<file path="src/rtl/jk_cmd_sequencer.sv">
// Command sequencer for a downstream JK flip-flop: queues hold/reset/set/toggle
// commands, replays each as a one-cycle j/k pulse, and checks the fed-back q.
module jk_cmd_sequencer #(
    parameter int DEPTH = 4
) (
    input  logic       clk,
    input  logic       rst,
    input  logic       cmd_valid,
    input  logic [1:0] cmd,
    output logic       cmd_ready,
    output logic       j,
    output logic       k,
    input  logic       q_fb,
    output logic       exp_q,
    output logic       mismatch,
    output logic       busy,
    output logic [7:0] cmd_count
);

    localparam int PW = $clog2(DEPTH);
    localparam int CW = PW + 1;

    typedef enum logic [1:0] {
        S_IDLE  = 2'd0,
        S_DRIVE = 2'd1,
        S_CHECK = 2'd2
    } state_t;

    state_t        state_q, state_d;
    logic [1:0]    mem_q [DEPTH];
    logic [PW-1:0] wr_ptr_q, wr_ptr_d;
    logic [PW-1:0] rd_ptr_q, rd_ptr_d;
    logic [CW-1:0] count_q, count_d;
    logic [1:0]    cur_cmd_q, cur_cmd_d;
    logic          j_q, j_d;
    logic          k_q, k_d;
    logic          exp_state_q, exp_state_d;
    logic          mismatch_q, mismatch_d;
    logic [7:0]    cmd_count_q, cmd_count_d;

    logic full;
    logic empty;
    logic push;
    logic pop;

    assign full  = (count_q == CW'(DEPTH));
    assign empty = (count_q == '0);
    assign push  = cmd_valid && !full;
    assign pop   = (state_q == S_IDLE) && !empty;

    // Pointers wrap naturally because DEPTH is a power of two.
    always_comb begin
        wr_ptr_d = wr_ptr_q;
        rd_ptr_d = rd_ptr_q;
        count_d  = count_q;
        if (push) begin
            wr_ptr_d = wr_ptr_q + PW'(1);
        end
        if (pop) begin
            rd_ptr_d = rd_ptr_q + PW'(1);
        end
        case ({push, pop})
            2'b10:   count_d = count_q + CW'(1);
            2'b01:   count_d = count_q - CW'(1);
            default: count_d = count_q;
        endcase
    end

    always_comb begin
        state_d     = state_q;
        cur_cmd_d   = cur_cmd_q;
        j_d         = 1'b0;
        k_d         = 1'b0;
        exp_state_d = exp_state_q;
        mismatch_d  = mismatch_q;
        cmd_count_d = cmd_count_q;
        case (state_q)
            S_IDLE: begin
                if (!empty) begin
                    cur_cmd_d = mem_q[rd_ptr_q];
                    j_d       = mem_q[rd_ptr_q][1];
                    k_d       = mem_q[rd_ptr_q][0];
                    state_d   = S_DRIVE;
                end
            end
            S_DRIVE: begin
                case (cur_cmd_q)
                    2'b01:   exp_state_d = 1'b0;
                    2'b10:   exp_state_d = 1'b1;
                    2'b11:   exp_state_d = ~exp_state_q;
                    default: exp_state_d = exp_state_q;
                endcase
                state_d = S_CHECK;
            end
            S_CHECK: begin
                // Resync on a fault so a single upset does not cascade.
                if (q_fb != exp_state_q) begin
                    mismatch_d  = 1'b1;
                    exp_state_d = q_fb;
                end
                cmd_count_d = cmd_count_q + 8'd1;
                state_d     = S_IDLE;
            end
            default: state_d = S_IDLE;
        endcase
    end

    always_ff @(posedge clk or posedge rst) begin
        if (rst) begin
            state_q     <= S_IDLE;
            wr_ptr_q    <= '0;
            rd_ptr_q    <= '0;
            count_q     <= '0;
            j_q         <= 1'b0;
            k_q         <= 1'b0;
            exp_state_q <= 1'b0;
            mismatch_q  <= 1'b0;
            cmd_count_q <= 8'd0;
        end else begin
            state_q     <= state_d;
            wr_ptr_q    <= wr_ptr_d;
            rd_ptr_q    <= rd_ptr_d;
            count_q     <= count_d;
            j_q         <= j_d;
            k_q         <= k_d;
            exp_state_q <= exp_state_d;
            mismatch_q  <= mismatch_d;
            cmd_count_q <= cmd_count_d;
        end
    end

    always_ff @(posedge clk) begin
        if (push) begin
            mem_q[wr_ptr_q] <= cmd;
        end
        cur_cmd_q <= cur_cmd_d;
    end

    assign cmd_ready = !full;
    assign j         = j_q;
    assign k         = k_q;
    assign exp_q     = exp_state_q;
    assign mismatch  = mismatch_q;
    assign busy      = !empty || (state_q != S_IDLE);
    assign cmd_count = cmd_count_q;

    a_single_pulse: assert property (@(posedge clk) disable iff (rst)
        (j_q || k_q) |=> !(j_q || k_q));
    a_count_bound: assert property (@(posedge clk) disable iff (rst)
        count_q <= CW'(DEPTH));

endmodule

</file>
<file path="config.mk">
export PLATFORM = sky130hd
export DESIGN_NAME = jk_cmd_sequencer
export DESIGN_NICKNAME = d
export VERILOG_FILES = /design/src/rtl/jk_cmd_sequencer.sv
export SDC_FILE = /design/constraint.sdc
export NUM_CORES = 1
export LEC_CHECK = 0
export ABC_AREA = 0
export CORE_ASPECT_RATIO = 1.2
export CORE_MARGIN = 3
export CORE_UTILIZATION = 52
export DETAILED_ROUTE_END_ITERATION = 6
export GPL_ROUTABILITY_DRIVEN = 0
export PLACE_DENSITY_LB_ADDON = 0.1
export SLEW_MARGIN = 20
export SYNTH_ARGS = -nofsm -noshare
export SYNTH_HDL_FRONTEND = slang
export SYNTH_SLANG_ARGS = --single-unit
</file>
<file path="constraint.sdc">
create_clock -name clk -period 2.3 [get_ports clk]
set_input_delay 0.46 -clock clk [delete_from_list [all_inputs] [get_ports clk]]
set_output_delay 0.46 -clock clk [all_outputs]
set_load 0.03 [all_outputs]
</file>
**Word level (Yosys, flattened, before mapping)**

Memories as Yosys holds them, arrays and structs flattened.
Index checks and enable logic that the tools add are counted.
W data, S select, Z words.

- Bits in registers: 23
- Bits in latches: 0
- Memory bits (writable): 8
- ROM bits: 0
- Input bits: 6
- Output and inout bits: 14
- Memories: 1

- Add/subtract/negate cells: 5
- Multipliers: 0
- Div/mod/pow operators: 0
- Order comparisons: 0
- Equal/unequal tests: 12
- Shift-type cells: 0
- Multiplexer cells: 12
- Bitwise gates (word level): 2
- Reductions and logical operators: 13

Memories:

| memory | words | width | rd ports | clocked after memory_dff | write ports | RTL line | source |
|---|---|---|---|---|---|---|---|
| mem_q | 4 | 2 | 1 | 0 | 1 | 30 | `logic [1:0] mem_q [DEPTH];` |

Operator list:

| operator | number |
|---|---|
| $add A8 B1 Y8 const B | 1 |
| $eq A2 B2 Y1 const B | 4 |
| $mux W1 | 7 |
| $eq A2 B1 Y1 const B | 3 |
| $pmux W3 S2 | 1 |
| $reduce_bool A2 Y1 | 3 |
| $add A2 B1 Y2 const B | 2 |
| $ne A2 B2 Y1 const B | 2 |
| $ne A4 B4 Y1 const B | 1 |
| $pmux W2 S2 | 1 |
| $reduce_and A2 Y1 | 2 |
| $add A3 B1 Y3 const B | 1 |
| $eq A3 B3 Y1 const B | 1 |
| $logic_not A3 Y1 | 1 |
| $pmux W1 S3 | 1 |
| $reduce_and A3 Y1 | 1 |
| $sub A3 B1 Y3 const B | 1 |
| $logic_and A1 B1 Y1 | 2 |
| $logic_not A1 Y1 | 2 |
| $logic_not A2 Y1 | 1 |
| $mux W2 | 1 |
| $not A1 Y1 | 2 |
| $pmux W1 S2 | 1 |
| $logic_or A1 B1 Y1 | 1 |
| $ne A1 B1 Y1 | 1 |

**Logic depth before layout (Yosys ltp)**

- Depth after elaboration: 5
- Depth in mapped cells: 9

**Least setup slack after synthesis**

No wires, ideal clock.

- Path type: reg2reg
- Start point: register count_q[0]
- End point: register count_q[2]
- Setup time: 79 ps
- Arrival: 2,073 ps
- Data required time: 2,221 ps
- Path slack: 148 ps
- Stages on the path, launching flop included: 10
- Path buffers: 0
- Clock period less this slack: 2,152 ps
- Cell sequence: dfrtp_1 -> or3b_4 -> and2_4 -> inv_1 -> ha_1 -> inv_1 -> fa_1 -> xor2_1 -> nor2_1 -> xor2_1

- Longest elaborated chain between the ends: 5
- Elaborated cells on any way between the ends: 12
- Classes of those cells: add/sub (2); eq/ne (3); mux (1); reduce/logical (6)

Ends and longest elaborated chain:

| what | RTL line | source |
|---|---|---|
| from (decl) | 33 | `logic [CW-1:0] count_q, count_d;` |
| from (signal assigned) | 123 | `count_q <= count_d;` |
| $eq A3 B3 Y1 * | 46 | `assign full = (count_q == CW'(DEPTH));` |
| $logic_not A1 Y1 * | - |  |
| net cmd_ready | 10 | `output logic cmd_ready,` |
| $logic_and A1 B1 Y1 * | 48 | `assign push = cmd_valid && !full;` |
| $eq A2 B1 Y1 or $eq A2 B2 Y1 (tied branches) | 62 | `case ({push, pop})` |
| $pmux W3 S2 or $reduce_bool A2 Y1 (tied branches) | - |  |

The timed path passes the listed nets; every way through them passes the cells marked *.
A chain may end at the register's enable or synchronous reset.

**Worst setup path after layout**

- Start point: register count_q[0]
- End point: output busy

- Longest elaborated chain between the ends: 3

Ends and longest elaborated chain:

| what | RTL line | source |
|---|---|---|
| $logic_not A3 Y1 | 47 | `assign empty = (count_q == '0);` |
| $logic_not A1 Y1 | 144 | `assign busy = !empty \|\| (state_q != S_IDLE);` |
| $logic_or A1 B1 Y1 | 144 |  |
| to (decl) | 16 | `output logic busy,` |

Every way passes these cells.

==> impl_metrics.ini <==
[timing]
finClkSkew_ns = 0.0107
grt_setup_unrepaired = true
whs_ns = 0.459
worstMarginPinSlew_ns = 0.469
timing.fmax_ghz = 0.461
fin_tns_setup_ns = 0
slew_viol_final = 0
period_minus_slack_ns = 2.17
relSlewSlack_pct = 68.7
hold_violations = 0
setup_viol = 0
period_share_pct = 94.4

[finish]
area_growth_pct = 23.7
final_nets = 138
drive_gt1_share_pct = 19.8
utilization_pct = 70.6
n_fill_cell = 186
fin_cells = 157
antenna_cells = 0

[worst_setup_path]
path_class = reg2out
worstPathRequired_ns = 1.84
worstPathArrival_ns = 1.71
cp-end-kind = primary output
startpoint_type = register
path_max_fanout = 4

[power]
max-vdd-ir-drop_uv = 823
power.density_nw_per_um2 = 1390
power_uw = 2330
p_leak_uw = 0.000718

[global_route]
grt_use_met2_pct = 27.7
grtUsageMet3_pct = 5.97
grt_first_pass_wirelength_um = 3670
grt_util_all_layers_pct = 16.4
grt_antenna_before_repair = 0
use_met1_pct = 18.4
grt_pass1_vias = 800
grt.overflow.total = 0
grt_start_max_net_pins = 22
busiest_layer = met2

[cts]
cts_tree = yes
ctsRootBufferMaster = clkbuf_4
clock_sinks = 31
clock_path_buffers = 2
clkSlewWorstSetupHoldPaths_ns = 0.09
htree_levels = 2
cts_buffers = 5
clk_latency_ns = 0.32

[synthesis]
synth_top_area_cell = dfrtp_1
yosys_warnings = 0
yosys_register_bits = 31
yosysSeqAreaShare_pct = 60.8
yosysTopAreaCellShare_pct = 38.7
syn_inst = 97
synth_cell_type_count = 28
yosys-top-cells-area = dfrtp_1, edfxtp_1, ha_1
syn-cell-area_um2 = 1360
avgSynthCellArea_um2 = 14.0
syn-num-nets = 110

[route]
drt-initial-drc-count = 8
via_count = 799
ant_nets = 0
drt_wl_total_um = 2170
viasPerCell = 5.09
dr.pass1.iters = 2
detail_route.wl_per_cell_um = 13.8
drc = 0

[die]
io_pins = 20
start_util_pct = 57.1
die_x_um = 52.6
coreArea_um2 = 2380
fp-row-count = 19
dieArea_um2 = 3260
die_h_um = 62.0

[place]
dp_cells = 148
io_buffers = 19
dp_hpwl_um = 1590

[run_status]
status = finished, final reports clean

[run]
cap_violations = 0

[min_path]
min_path_type = reg2reg
## cells by family (layout without fill, tap and decap cells)
logic type / after synthesis / in the layout / share of synthesized area [%]
flip-flops: 31 / 31 / 60.8
AND/OR/NAND/NOR: 27 / 27 / 12.3
XOR/XNOR: 14 / 14 / 9.03
buffers and inverters: 9 / 38 / 2.58
adder cells (fa/ha/maj): 7 / 7 / 7.00
multiplexers: 6 / 6 / 6.73
AO/OA/AOI/OAI: 3 / 3 / 1.57
## worst paths after layout
path                                   startpoint                       to  slack, ns  cells after the start
setup / recovery           count_q[0]$_DFFE_PP0P_                     busy       0.13                      3
hold / removal               mismatch$_DFFE_PP0P_     mismatch$_DFFE_PP0P_       0.46                      1
setup reg to reg           count_q[1]$_DFFE_PP0P_   count_q[2]$_DFFE_PP0P_       0.13                      9
hold reg to reg              mismatch$_DFFE_PP0P_     mismatch$_DFFE_PP0P_       0.46                      1
max in group asynchronous                     rst   count_q[0]$_DFFE_PP0P_       1.60                      3
min in group asynchronous                     rst  rd_ptr_q[1]$_DFFE_PP0P_       0.47                      3
## per-stage QoR
step	setup slack [ns]	area [µm²]
6_report	0.129	1680
5_1_grt	-0.00907	1680
4_1_cts	0.0105	1660
3_5_place_dp	0.0279	1600
3_3_place_gp	0.115	1600
2_1_floorplan	0.148	1360
## sequential cells by signal, indices dropped and copies added (netlist names)
| register | cells |
|---|---|
| cmd_count | 8 |
| exp_q | 1 |
| mismatch | 1 |
| cur_cmd_q | 2 |
| rd_ptr_q | 2 |
| k | 1 |
| count_q | 3 |
| state_q | 2 |
| wr_ptr_q | 2 |
| j | 1 |
| mem_q | 8 |
## critical path: stages, from the launching register on
cell and delay [ns]:
dfrtp_2 0.46, nor3_4 0.26, nand2_1 0.08, clkdlybuf4s50_1 0.60
## layout make-up
type                            instances  area, µm²  area share, %
Tap cell                               31       38.8           2.31
Multi-Input combinational cell         57        513           30.6
Clock inverter                          1       5.00          0.298
Timing Repair Buffer                   23        223           13.3
Inverter                                7       26.3           1.56
Sequential cell                        31        828           49.3
Clock buffer                            7       45.0           2.68
## where the power goes
group          internal (µW)  switching (µW)  total (µW)
clock network            119             167         286
logic                    522             533        1060
registers                800             191         990
total                   1440             891        2330
## synthesized netlist by cell type, drive strengths merged
cell type,n
clkbuf,1
nor3,3
nand4,3
and2,3
buf,1
mux4,2
and3,5
fa,1
dfrtp,21
nor2,2
nand2,5
o221ai,1
mux2i,2
xnor2,8
ha,6
a21o,1
or3b,1
and4b,1
inv,7
edfxtp,10
xor2,6
o21ai,1
and3b,1
mux2,2
nor2b,3
## cells in the final DEF (no fill, tap or decap)
cell and instances:
dfrtp_1 19, clkdlybuf4s50_1 18, edfxtp_1 10, xnor2_1 8, inv_1 7, xor2_1 6, nand2_1 5, ha_1 5
clkbuf_4 5, and3_2 4, buf_4 4, nor2b_1 3, nand4_1 3, mux2i_1 2, mux4_2 2, nor3_1 2
nor2_1 2, and2_1 2, clkbuf_1 2, dfrtp_2 2, mux2_2 1, and4b_1 1, and3_1 1, or3b_4 1
nor3_4 1, and2_4 1, a21o_1 1, o221ai_1 1, o21ai_0 1, and3b_1 1, mux2_4 1, fa_2 1
ha_2 1, clkinv_2 1, dlymetal6s2s_1 1
## layer usage
layer	up-vias	routed length, µm
met3	2	88
met5	-	0
met2	16	1180
met1	391	891
li1	390	-
met4	0	9
## repair_timing
| action | 4_1_cts | 5_1_grt |
|---|---|---|
| resized for setup | 1 | 6 |
| endpoints found under the setup margin | 1 | 3 |
| setup buffers | 0 | 1 |
| hold buffers | 0 | 0 |
| pin swaps | 0 | 3 |
Power figures use the tool's default switching activity.
